===== config.mk =====
export PLATFORM = sky130hd
export DESIGN_NAME = call_request_unit
export DESIGN_NICKNAME = d
export VERILOG_FILES = /design/src/rtl/call_request_unit.sv
export SDC_FILE = /design/constraint.sdc
export NUM_CORES = 1
export LEC_CHECK = 0
export CAP_MARGIN = 10
export CORE_ASPECT_RATIO = 1.2
export CORE_UTILIZATION = 54
export CTS_CLUSTER_DIAMETER = 30
export DETAILED_ROUTE_END_ITERATION = 8
export PLACE_DENSITY = 0.78
export SYNTH_ARGS = -nofsm -noshare
export SYNTH_HDL_FRONTEND = slang
export SYNTH_SLANG_ARGS = --single-unit
export TNS_END_PERCENT = 50

===== constraint.sdc =====
create_clock -name clk -period 2.35 [get_ports clk]
set_input_delay 0.5875 -clock clk [delete_from_list [all_inputs] [get_ports clk]]
set_output_delay 0.5875 -clock clk [all_outputs]
set_load 0.02 [all_outputs]

===== src/rtl/call_request_unit.sv =====
// Elevator call front end: synchronises and debounces the buttons, latches pending
// hall/car calls, drives the request LEDs and registers the next target floor.
module call_request_unit #(
  parameter int DB_CYCLES = 250000
) (
  input  logic       clk,
  input  logic       rst,
  input  logic       floor_0_p,
  input  logic       floor_1_p,
  input  logic       floor_2_p,
  input  logic       floor_3_p,
  input  logic       floor_4_p,
  input  logic       direction_1,
  input  logic       direction_2,
  input  logic       direction_3,
  input  logic       floor_0_d,
  input  logic       floor_1_d,
  input  logic       floor_2_d,
  input  logic       floor_3_d,
  input  logic       floor_4_d,
  input  logic [2:0] cur_floor,
  input  logic       dir_up,
  input  logic       serve_valid,
  input  logic [2:0] serve_floor,
  input  logic       serve_dir,
  output logic       led_inside_0,
  output logic       led_inside_1,
  output logic       led_inside_2,
  output logic       led_inside_3,
  output logic       led_inside_4,
  output logic       led_outside_0,
  output logic       led_outside_1,
  output logic       led_outside_2,
  output logic       led_outside_3,
  output logic       led_outside_4,
  output logic [2:0] target_floor,
  output logic       target_valid
);

  localparam int CW = (DB_CYCLES > 1) ? $clog2(DB_CYCLES) : 1;
  localparam logic [CW-1:0] CNT_LAST = CW'(DB_CYCLES - 1);

  // Bits 4:0 hall buttons, 9:5 car buttons, 12:10 hall direction for floors 1-3.
  logic [12:0] raw;
  logic [12:0] sync_a;
  logic [12:0] sync_b;

  assign raw = {direction_3, direction_2, direction_1,
                floor_4_d, floor_3_d, floor_2_d, floor_1_d, floor_0_d,
                floor_4_p, floor_3_p, floor_2_p, floor_1_p, floor_0_p};

  always_ff @(posedge clk or negedge rst) begin
    if (!rst) begin
      sync_a <= '0;
      sync_b <= '0;
    end else begin
      sync_a <= raw;
      sync_b <= sync_a;
    end
  end

  logic [9:0]    deb;
  logic [9:0]    deb_q;
  logic [CW-1:0] cnt [10];

  always_ff @(posedge clk or negedge rst) begin
    if (!rst) begin
      deb   <= '0;
      deb_q <= '0;
      for (int i = 0; i < 10; i++) cnt[i] <= '0;
    end else begin
      deb_q <= deb;
      for (int i = 0; i < 10; i++) begin
        if (sync_b[i] == deb[i]) begin
          cnt[i] <= '0;
        end else if (cnt[i] == CNT_LAST) begin
          deb[i] <= sync_b[i];
          cnt[i] <= '0;
        end else begin
          cnt[i] <= cnt[i] + 1'b1;
        end
      end
    end
  end

  logic [9:0] press;
  logic [2:0] dir_sync;
  logic [4:0] hit;
  logic [3:0] hall_up, set_up, clr_up;
  logic [4:1] hall_dn, set_dn, clr_dn;
  logic [4:0] car;
  logic [4:0] req;

  assign press    = deb & ~deb_q;
  assign dir_sync = sync_b[12:10];

  always_comb begin
    hit = '0;
    for (int f = 0; f < 5; f++) hit[f] = serve_valid && (serve_floor == 3'(f));
  end

  // End floors only have one hall direction, so they ignore the button and serve direction.
  assign set_up = {press[3:1] & dir_sync, press[0]};
  assign set_dn = {press[4], press[3:1] & ~dir_sync};
  assign clr_up = {hit[3:1] & {3{serve_dir}}, hit[0]};
  assign clr_dn = {hit[4], hit[3:1] & {3{~serve_dir}}};

  always_ff @(posedge clk or negedge rst) begin
    if (!rst) begin
      hall_up <= '0;
      hall_dn <= '0;
      car     <= '0;
    end else begin
      hall_up <= set_up | (hall_up & ~clr_up);
      hall_dn <= set_dn | (hall_dn & ~clr_dn);
      car     <= press[9:5] | (car & ~hit);
    end
  end

  assign req = car | {1'b0, hall_up} | {hall_dn, 1'b0};

  logic [2:0] sel, above, below;
  logic       here, above_found, below_found, sel_valid;

  // Nearest request above comes from the last hit of a downward scan, nearest below from an upward one.
  always_comb begin
    here        = 1'b0;
    above       = '0;
    below       = '0;
    above_found = 1'b0;
    below_found = 1'b0;
    sel         = cur_floor;
    for (int f = 4; f >= 0; f--) begin
      if (req[f] && (3'(f) > cur_floor)) begin
        above_found = 1'b1;
        above       = 3'(f);
      end
    end
    for (int f = 0; f < 5; f++) begin
      if (req[f] && (3'(f) < cur_floor)) begin
        below_found = 1'b1;
        below       = 3'(f);
      end
      if (req[f] && (3'(f) == cur_floor)) here = 1'b1;
    end
    if (here)
      sel = cur_floor;
    else if (dir_up ? above_found : below_found)
      sel = dir_up ? above : below;
    else
      sel = dir_up ? below : above;
    sel_valid = (|req) && (cur_floor <= 3'd4);
  end

  always_ff @(posedge clk or negedge rst) begin
    if (!rst) begin
      target_floor <= '0;
      target_valid <= 1'b0;
    end else begin
      if (sel_valid) target_floor <= sel;
      target_valid <= sel_valid;
    end
  end

  assign led_inside_0  = car[0];
  assign led_inside_1  = car[1];
  assign led_inside_2  = car[2];
  assign led_inside_3  = car[3];
  assign led_inside_4  = car[4];
  assign led_outside_0 = hall_up[0];
  assign led_outside_1 = hall_up[1] | hall_dn[1];
  assign led_outside_2 = hall_up[2] | hall_dn[2];
  assign led_outside_3 = hall_up[3] | hall_dn[3];
  assign led_outside_4 = hall_dn[4];

endmodule


==> impl_metrics.toml <==
[cells_and_area]
layout.filler_cells = 1481
area.sequential_sq_um = 6081
flow.area_growth_from_synthesis_pct = 20.16
utilization = 0.6656
layout.cell_area.non_filler_sq_um = 13060
layoutNonFillerInstCount = 1458
post_route_cells_drive_above_1_share = 0.1003
finish.net_count = 1199
area_used_by_multi_input_combinational_logic_sq_um = 4583

[global_routing]
total_congestion_overflow = 0
grt.total_usage = 0.2079
grt_antenna_before_repair = 1
grt_pass1_wl_microns = 35460
via_count_of_the_first_global_routing_pass = 7709
grt_max_degree = 71

[critical_path]
critical_path_peak_fanout = 3
critical_path.slowest_cell = "sky130_fd_sc_hd__clkdlybuf4s50_1"
setup.worst_path.class = "reg -> out"
reg2reg_setup_slack_ps = 360
worst-path-buf-inv = 1
worst_reg2reg_path_depth = 5
critical_path.max_stage_delay_ps = 690
worstSetupEndpointType = "output port"
worstPathCellList = "clkdlybuf4s50_1"
critPathArrivalTime_ps = 1670
worstReg2RegStart = "hall_up[1]$_DFF_PN0_"
r2r_end = "target_floor[1]$_DFFE_PN0P_"
cp_top_family = "buffers and inverters"
timing.critical_path.required_ps = 1760
setup.worst_path.start_class = "register"

[timing]
layout_worst_path_cycle_share = 0.9586
fmax_ghz = 0.4439
rsz0062_at_grt = "no"
report.final.setup_viol = 0
final_max_slew_viol_count = 0
worst_skew_ps = 17.83
hold_viol = 0
tightest_pin_transition_ps = 576.0
slew-limit-headroom = 0.6124
minimum_setup_slack_in_the_final_design_ps = 97.39
finalWorstPathRequiredPeriod_ps = 2253

[drt]
detail-route-antenna-nets = 0
routed-via-count = 7701
drt-pass1-iter-count = 5
routed_wire_length_per_instance_microns = 13.84
remaining_routing_drc_violations = 0
routed_wire_length_microns = 20180
dr.first_iter.drc_count = 401
route.detailed.vias_per_inst = 5.282

[floorplan]
die_width_microns = 131.5
boundaryPins = 38
row_count = 56
initial_standard_cell_utilization_of_the_core = 0.5540
floorplan.die.height_microns = 157.4
design.die.area_sq_um = 20700
placeableCoreArea_sq_um = 19620

[power]
post-layout-total-power_mw = 10.78
pwr_density_cell_nw_per_um2 = 825.8
max-vdd-ir-drop_uv = 620.2
leakage_power_of_the_design_nw = 5.653

[yosys]
primary_ff_master_synth = "sky130_fd_sc_hd__dfrtp_1"
synth-xor-area-share = 0.1297
synth_compound_area_frac = 0.03788
synth_simple_gate_area_frac = 0.2335
syn_nets = 1112
syn_inst = 1078
mux_share_of_post_synthesis_cell_area = 0.009095
synth_enable_flop_cells = 0
syn_area_sq_um = 10870
post_synth_num_cell_types = 45
synth_top_family_by_area = "simple AND/OR/NAND/NOR gates"
yosys.area_share.adder = 0.01151
synth.avg_cell_area_sq_um = 10.08
synth_async_sr_flop_share = 1.000
synth_seq_area_share = 0.5595
synth-seq-cells = 243
yosysWarnings = 0

[place]
buffer_ports.inserted = 37
preCtsSetupSlack_ps = -172.2
placed_cell_area_sq_um = 11720
placedCellCount = 1384
dp_hpwl_microns = 13240
finalWeightedCongestion = 0.9093

[run_status]
outcome = "complete, no violations"

[hold_path]
hold_class = "in -> async"

[cts]
numClockSinks = 243
cts_resized = 3
cts_setup_buffers = 0
clock_tree.root_cell = "sky130_fd_sc_hd__clkbuf_16"
hold_buffers = 0
clk_transition_reported_paths_ps = 50
cts_inserted_buffers = 40
ctsHtreeMaxLevel = 2
cts.path.max_buffers = 3
worstSkewPairLatency_ps = 520
tritoncts = "done"

[job]
max_cap_violations = 0
layout by cell type, fill, tap and decap left out, drive strengths merged, types with 33 or more instances in the layout:
| cell | Yosys | routed |
|---|---|---|
| nand2 | 79 | 79 |
| xor2 | 88 | 88 |
| dfrtp | 243 | 243 |
| nand3 | 106 | 106 |
| xnor2 | 73 | 73 |
| nor2 | 220 | 220 |
| clkdlybuf4s50 | 0 | 33 |
| o21ai | 35 | 35 |
| clkbuf | 8 | 47 |
| inv | 29 | 38 |
report_power, final:
group	switching (mW)	total, mW	leakage [nW]	internal (mW)
Sequential	0.0835	4.38	3.30	4.30
Clock	2.10	5.67	0.624	3.57
Combinational	0.415	0.729	1.73	0.314
cells by family after synthesis:
family	Yosys count
buf+inv	49
compound gates	64
flops	243
xor+xnor	161
fa+ha+maj	10
mux	9
simple gates	542
how the worst max path moves through the flow:
stage,start,endpoint,slack (ps),cells after the start
detailed placement,cur_floor[1],target_floor[1]$_DFFE_PN0P_,-170,7
CTS,car[3]$_DFF_PN0_,led_inside_3,60,1
global route,car[3]$_DFF_PN0_,led_inside_3,70,1
floorplan,cur_floor[1],target_floor[1]$_DFFE_PN0P_,290,7
global placement,cur_floor[1],target_floor[1]$_DFFE_PN0P_,-110,7
finish,car[3]$_DFF_PN0_,led_inside_3,100,1
state kept, by name, summed over array words and instances, names as in the netlist:
| name | flops |
|---|---|
| car | 5 |
| cnt | 180 |
| deb | 10 |
| deb_q | 10 |
| hall_dn | 4 |
| hall_up | 4 |
| sync_a | 13 |
| sync_b | 13 |
| target_floor | 3 |
| target_valid | 1 |
cells in the mapped netlist, types with 8 or more instances:
library cell / count / area, sq um
sky130_fd_sc_hd__nand3_1: 106 / 530.5
sky130_fd_sc_hd__buf_2: 10 / 50.05
sky130_fd_sc_hd__o21ai_0: 34 / 170.2
sky130_fd_sc_hd__nand2_1: 79 / 296.5
sky130_fd_sc_hd__nor2_1: 220 / 825.8
sky130_fd_sc_hd__inv_1: 29 / 108.9
sky130_fd_sc_hd__nor3_1: 24 / 120.1
sky130_fd_sc_hd__dfrtp_1: 243 / 6081
sky130_fd_sc_hd__or3_1: 16 / 100.1
sky130_fd_sc_hd__xor2_1: 88 / 770.7
sky130_fd_sc_hd__or2_2: 8 / 50.05
sky130_fd_sc_hd__xnor2_1: 73 / 639.4
sky130_fd_sc_hd__nor4_1: 19 / 118.9
sky130_fd_sc_hd__nand2b_1: 9 / 56.30
sky130_fd_sc_hd__ha_1: 10 / 125.1
sky130_fd_sc_hd__and3_1: 29 / 181.4
sky130_fd_sc_hd__clkbuf_1: 8 / 30.03
sky130_fd_sc_hd__a21oi_1: 12 / 60.06
routing by layer:
layer	up-vias	wire length, microns	GRT usage
met5	-	0	0
met4	0	467	0.07364
met3	45	1013	0.04155
met2	159	9646	0.3502
met1	3707	9053	0.2683
li1	3790	-	-
through the flow:
stage	TNS [ps]	hold WS [ps]
3_3_place_gp	-251.1	333.1
5_1_grt	0	61.60
2_1_floorplan	0	291.9
3_5_place_dp	-442.0	335.6
6_report	0	33.71
4_1_cts	0	35.92
area by class of cell:
type,count,share of cell area
Tap cell,261,0.02501
Multi-Input combinational cell,786,0.3510
Clock inverter,26,0.01983
Clock buffer,47,0.08259
Timing Repair Buffer,65,0.04743
Inverter,29,0.008336
Antenna cell,1,0.0001916
Sequential cell,243,0.4656
(Power assumes the default switching activity.)
